**src/rtl/conv_frame_scheduler.sv**
```systemverilog
// Walks each channel plane of a job through the 3x3 line-buffer engine, counts its outputs, flags errors.
// Latency: start -> sof_out 1 cycle, first rd_en 2 cycles; done 2 cycles after the last counted output.
// Backpressure: stall freezes RAM reads (address held) in STREAM only; other states ignore it.
module conv_frame_scheduler #(
    parameter int INPUT_Y  = 3,
    parameter int INPUT_X  = 3,
    parameter int CHANNELS = 4,
    parameter int ADDR_W   = 16,
    parameter int TIMEOUT  = 1024
) (
    input  logic              clk,
    input  logic              rst,
    input  logic              start,
    input  logic [ADDR_W-1:0] cfg_base,
    input  logic              stall,
    output logic              rd_en,
    output logic [ADDR_W-1:0] rd_addr,
    output logic              sof_out,
    output logic              pix_valid,
    input  logic              conv_out_valid,
    output logic [7:0]        ch_idx,
    output logic              out_first_ch,
    output logic              out_last_ch,
    output logic              ready,
    output logic              done,
    output logic              err_timeout,
    output logic              err_overrun
);
    localparam int N     = INPUT_X * INPUT_Y;
    localparam int CNT_W = $clog2(N + 1);
    localparam int TO_W  = $clog2(TIMEOUT + 1);

    localparam logic [CNT_W-1:0]  N_C     = CNT_W'(N);
    localparam logic [CNT_W-1:0]  N_LAST  = CNT_W'(N - 1);
    localparam logic [CNT_W-1:0]  CNT_ONE = CNT_W'(1);
    localparam logic [TO_W-1:0]   TO_C    = TO_W'(TIMEOUT);
    localparam logic [TO_W-1:0]   TO_ONE  = TO_W'(1);
    localparam logic [7:0]        CH_LAST = 8'(CHANNELS - 1);
    localparam logic [ADDR_W-1:0] N_A     = ADDR_W'(N);
    localparam logic [ADDR_W-1:0] A_ONE   = ADDR_W'(1);

    typedef enum logic [2:0] {
        S_IDLE,
        S_SOF,
        S_STREAM,
        S_DRAIN,
        S_NEXT,
        S_DONE
    } state_t;

    state_t            state, state_nxt;
    logic [ADDR_W-1:0] base;
    logic [CNT_W-1:0]  rd_cnt;
    logic [CNT_W-1:0]  out_cnt, out_cnt_nxt;
    logic [TO_W-1:0]   to_cnt;
    logic              to_phase;
    logic              counting;
    logic              overrun_hit;
    logic              to_hit;
    logic              accept;
    logic              drain_entry;

    always_comb begin
        state_nxt   = state;
        accept      = 1'b0;
        to_hit      = 1'b0;
        counting    = (state != S_IDLE) && (state != S_SOF);
        overrun_hit = counting && conv_out_valid && (out_cnt == N_C);
        out_cnt_nxt = out_cnt;
        if (counting && conv_out_valid && (out_cnt != N_C))
            out_cnt_nxt = out_cnt + CNT_ONE;
        rd_en       = (state == S_STREAM) && !stall;

        case (state)
            S_IDLE: begin
                if (start) begin
                    accept    = 1'b1;
                    state_nxt = S_SOF;
                end
            end
            S_SOF:    state_nxt = S_STREAM;
            S_STREAM: begin
                if (rd_en && (rd_cnt == N_LAST))
                    state_nxt = S_DRAIN;
            end
            S_DRAIN: begin
                // Look ahead at this cycle's pulse so done lands two cycles after the final output.
                if (out_cnt_nxt == N_C) begin
                    state_nxt = S_NEXT;
                end else if (to_cnt == TO_C) begin
                    to_hit    = 1'b1;
                    state_nxt = S_NEXT;
                end
            end
            S_NEXT:   state_nxt = (ch_idx == CH_LAST) ? S_DONE : S_SOF;
            S_DONE:   state_nxt = S_IDLE;
            default:  state_nxt = S_IDLE;
        endcase

        drain_entry = (state != S_DRAIN) && (state_nxt == S_DRAIN);
    end

    always_ff @(posedge clk) begin
        if (rst) begin
            state       <= S_IDLE;
            base        <= '0;
            rd_addr     <= '0;
            rd_cnt      <= '0;
            out_cnt     <= '0;
            to_cnt      <= '0;
            to_phase    <= 1'b0;
            ch_idx      <= '0;
            pix_valid   <= 1'b0;
            err_timeout <= 1'b0;
            err_overrun <= 1'b0;
        end else begin
            state     <= state_nxt;
            pix_valid <= rd_en;
            out_cnt   <= out_cnt_nxt;
            if (overrun_hit)
                err_overrun <= 1'b1;
            if (to_hit)
                err_timeout <= 1'b1;

            case (state)
                S_IDLE: begin
                    if (accept) begin
                        base        <= cfg_base;
                        ch_idx      <= '0;
                        err_timeout <= 1'b0;
                        err_overrun <= 1'b0;
                    end
                end
                S_SOF: begin
                    rd_cnt  <= '0;
                    out_cnt <= '0;
                    rd_addr <= base;
                end
                S_STREAM: begin
                    if (rd_en) begin
                        rd_addr <= rd_addr + A_ONE;
                        rd_cnt  <= rd_cnt + CNT_ONE;
                    end
                end
                S_NEXT: begin
                    if (ch_idx != CH_LAST) begin
                        ch_idx <= ch_idx + 8'd1;
                        base   <= base + N_A;
                    end
                end
                default: ;
            endcase

            // Watchdog advances on every second quiet DRAIN cycle; any engine output rearms it.
            if (drain_entry || conv_out_valid) begin
                to_cnt   <= '0;
                to_phase <= 1'b0;
            end else if (state == S_DRAIN) begin
                to_phase <= ~to_phase;
                if (to_phase)
                    to_cnt <= to_cnt + TO_ONE;
            end
        end
    end

    assign sof_out      = (state == S_SOF);
    assign ready        = (state == S_IDLE);
    assign done         = (state == S_DONE);
    assign out_first_ch = (ch_idx == 8'd0);
    assign out_last_ch  = (ch_idx == CH_LAST);

endmodule

```
**config.mk**
```make
export PLATFORM = sky130hd
export DESIGN_NAME = conv_frame_scheduler
export DESIGN_NICKNAME = d
export VERILOG_FILES = /design/src/rtl/conv_frame_scheduler.sv
export SDC_FILE = /design/constraint.sdc
export NUM_CORES = 1
export LEC_CHECK = 0
export CAP_MARGIN = 20
export CORE_UTILIZATION = 49
export CTS_CLUSTER_DIAMETER = 60
export CTS_CLUSTER_SIZE = 40
export DETAILED_ROUTE_END_ITERATION = 10
export GPL_TIMING_DRIVEN = 0
export HOLD_SLACK_MARGIN = 0.06
export PLACE_DENSITY_LB_ADDON = 0.25
export SETUP_SLACK_MARGIN = 0.2
export SYNTH_ARGS = -nofsm -noshare
export SYNTH_HDL_FRONTEND = slang
export SYNTH_SLANG_ARGS = --single-unit
```
**constraint.sdc**
```tcl
create_clock -name clk -period 1.9 [get_ports clk]
set_input_delay 0.475 -clock clk [delete_from_list [all_inputs] [get_ports clk]]
set_output_delay 0.475 -clock clk [all_outputs]
set_load 0.02 [all_outputs]
```
==> results.cfg <==
[outcome]
status = finished with violations
violations = negative setup slack

[placement]
dp_hpwl_mm = 7.26
dp.cells = 631
io_buffer_count = 53
gp_congestion = 0.918

[yosys]
ys_seq_elements = 66
synth_most_common_cell = dfxtp_1
synthArstFlopShare_pct = 0
synth.top_cells.by_count = dfxtp_1, nor2_1, nand2_1
synth.cell_area_mm2 = 0.00373
yosysTopAreaCell = dfxtp_1
synth_area_leaders = dfxtp_1, a21oi_1, nor2_1
syn_nets = 510
ys.flop_type = dfxtp_1
syn_avg_cell_area_um2 = 7.80
seq_area_frac_synth_pct = 35.4
synth_cell_types = 61
synth_edf_count = 0
synth_top_cell_area_share_pct = 35.4
syn_inst = 479
synth_warnings = 0

[cts]
cts_max_path_buffers = 2
cts_made_buffers = 9
clock-sinks = 66
cts_hold_buf = 0
cts_tree = yes
h-tree-depth = 3
clockRootBuffer = clkbuf_8
clk_latency_ps = 360
clkTransAtPathRegs_ps = 70

[power_and_ir_drop]
switchingPower_uw = 1130
p_int_uw = 2400
power_density_mw_per_mm2 = 604
p_leak_uw = 0.00227
pwr-share-comb_pct = 24.6
clkPwrFrac_pct = 31.6
ir_drop_mv = 0.386
swShare_pct = 31.9
seqPwrFrac_pct = 43.8

[layout]
diodes = 0
drive_gt1_share_pct = 37.0
final_nets = 629
final_core_util_pct = 80.0
fillers = 473
final_cell_count_no_fill = 701
syn_to_final_growth_pct = 56.1

[sta]
worstMarginPinSlew_ps = 623
fin_crit_ps = 2150
max_freq_mhz = 466
worst_hold_slack_ps = 471
setup_viol = 53
period_share_pct = 113
fin_worst_skew_ps = 8.53
finalHoldViolations = 0
finalMaxSlewViolations = 0
rsz0062_at_grt = yes
setup_slack_ps = -247
relSlewSlack_pct = 58.4

[setup_path]
slowest_delay_ps = 320
reg2regPathDepth = 12
path_max_fanout = 7
rr_endpoint = base[5]$_SDFFE_PP0P_
rrSetupSlack_ps = -250
cp-startpoint = state[1]$_SDFF_PP0_
arrival_ps = 1670
crit_top_cell = buf_6
cp_top_family = buffers and inverters
end_kind = output pin
required_ps = 1420
cp.depth = 7
crit_end = done
worstSetupStartpointType = flop
timing.rr.start = state[1]$_SDFF_PP0_
slowest_stage = dfxtp_2
setup.worst_path.class = flop to output pin
worstPathCellList = buf_6 -> buf_4 -> buf_6 -> buf_4 -> nand2b_4 -> nor2_2 -> buf_6
cp_num_buf_inv = 5

[floorplan]
row_count = 31
core_mm2 = 0.00729
die_y_um = 89.3
die_area_mm2 = 0.00798
die_x_um = 89.3
start_util_pct = 51.2
io_pins = 54

[global_route]
grt_max_degree = 11
track_usage_pct = 31.9
grt_first_pass_wirelength_mm = 19.2
antenna_found_initial = 0
gr-total-overflow = 0
grt_pass1_vias = 3941

[route]
wl_mm = 14.0
drt-initial-drc-count = 450
dr_total_vias = 4507
ant_nets = 0
post-route-drc-count = 0
wl_per_cell_um = 20.0
vias_per_cell = 6.43
first_pass_iters = 5

[min_path]
worstHoldPathType = flop to flop
min_path_cells = 2

[job]
drv_cap = 0
## power by group through the flow
stage	clock network, uW	logic [uW]	registers [uW]
after floorplan	0	311	1570
after global routing	1160	910	1550
after global placement	0	530	1550
after detailed placement	0	539	1560
after CTS	1090	689	1520
final	1110	868	1540
## worst min path at each step
stage	start	end	slack (ps)
final	err_overrun$_SDFF_PP0_	err_overrun$_SDFF_PP0_	470
after CTS	err_timeout$_SDFF_PP0_	err_timeout$_SDFF_PP0_	460
after global placement	err_timeout$_SDFF_PP0_	err_timeout$_SDFF_PP0_	440
after detailed placement	err_timeout$_SDFF_PP0_	err_timeout$_SDFF_PP0_	440
after global routing	err_timeout$_SDFF_PP0_	err_timeout$_SDFF_PP0_	500
after floorplan	to_cnt[10]$_SDFFE_PP0P_	to_cnt[10]$_SDFFE_PP0P_	450
## cell usage in the layout (no fill, tap or decap), drive strengths merged, types with 3 or more instances in the layout
master and n:
or3b 3, a21o 3, inv 14, nand3b 3, or3 11, nand4 9
dfxtp 66, a211oi 7, nand3 24, o32ai 4, clkdlybuf4s50 18, buf 80
nor3b 5, xnor2 9, nor3 10, clkbuf 25, a31oi 9, o31ai 5
mux2i 5, dlygate4sd2 28, nor2 54, a22oi 3, xor2 9, a21oi 45
and3 9, nor4 4, o21a 4, o22ai 7, ha 10, nand2 51
a311oi 3, o21ai 32
## routing by layer
metal / up-vias / global-route usage, % / wire [um]
li1: 1967 / - / -
met1: 2130 / 42.6 / 5660
met2: 347 / 50.8 / 6630
met3: 63 / 5.36 / 1270
met4: 0 / 14.3 / 481
met5: - / 0 / 0
## logic make-up after synthesis
kind of cell / count (synthesis) / synth area share, %
simple gates: 199 / 27.4
flops: 66 / 35.4
compound gates: 135 / 22.9
fa+ha+maj: 10 / 3.35
xor+xnor: 18 / 4.22
mux: 5 / 1.34
buf+inv: 46 / 5.36
## flip-flops by register name, indices dropped and copies added, names as in the netlist
name and cells:
out_cnt 4, state 3, err_timeout 1, err_overrun 1, rd_addr 16, rd_cnt 4
pix_valid 1, to_phase 1, ch_idx 8, base 16, to_cnt 11
## cell type report
type,count,area (um^2),area share [%]
Sequential cell,66,1340,23.0
Inverter,15,61.3,1.05
Timing Repair Buffer,108,1010,17.4
Buffer,31,300,5.15
Multi-Input combinational cell,367,2820,48.3
Tap cell,99,124,2.12
Clock buffer,13,159,2.73
Clock inverter,2,12.5,0.215
## per-stage QoR
| step | total power [uW] | instance area (um^2) | setup WS, ps | TNS, ps |
|---|---|---|---|---|
| floorplan | 1880 | 3840 | 112 | 0 |
| global placement | 2080 | 4490 | -988 | -22990 |
| detailed placement | 2090 | 4490 | -1000 | -24210 |
| CTS | 3300 | 5310 | -216 | -622 |
| global route | 3610 | 5830 | -285 | -9140 |
| finish | 3520 | 5830 | -247 | -6360 |
## worst reg2reg max path, cell delays in order (launching register included)
cell and delay (ps):
dfxtp_2 320, buf_6 110, buf_4 120, buf_6 120, buf_6 120, or3b_4 370, buf_6 140, buf_6 120
o21ai_4 200, buf_4 160, buf_6 80, a21oi_2 50, nor4_2 150
## repair_timing
item,in CTS,in global routing
endpoints found under the setup margin,97,64
pin swaps,35,49
gates cloned,4,0
endpoints found under the hold margin,0,0
resized for setup,178,95
buffers inserted,31,20
Power figures use the tool's default switching activity.
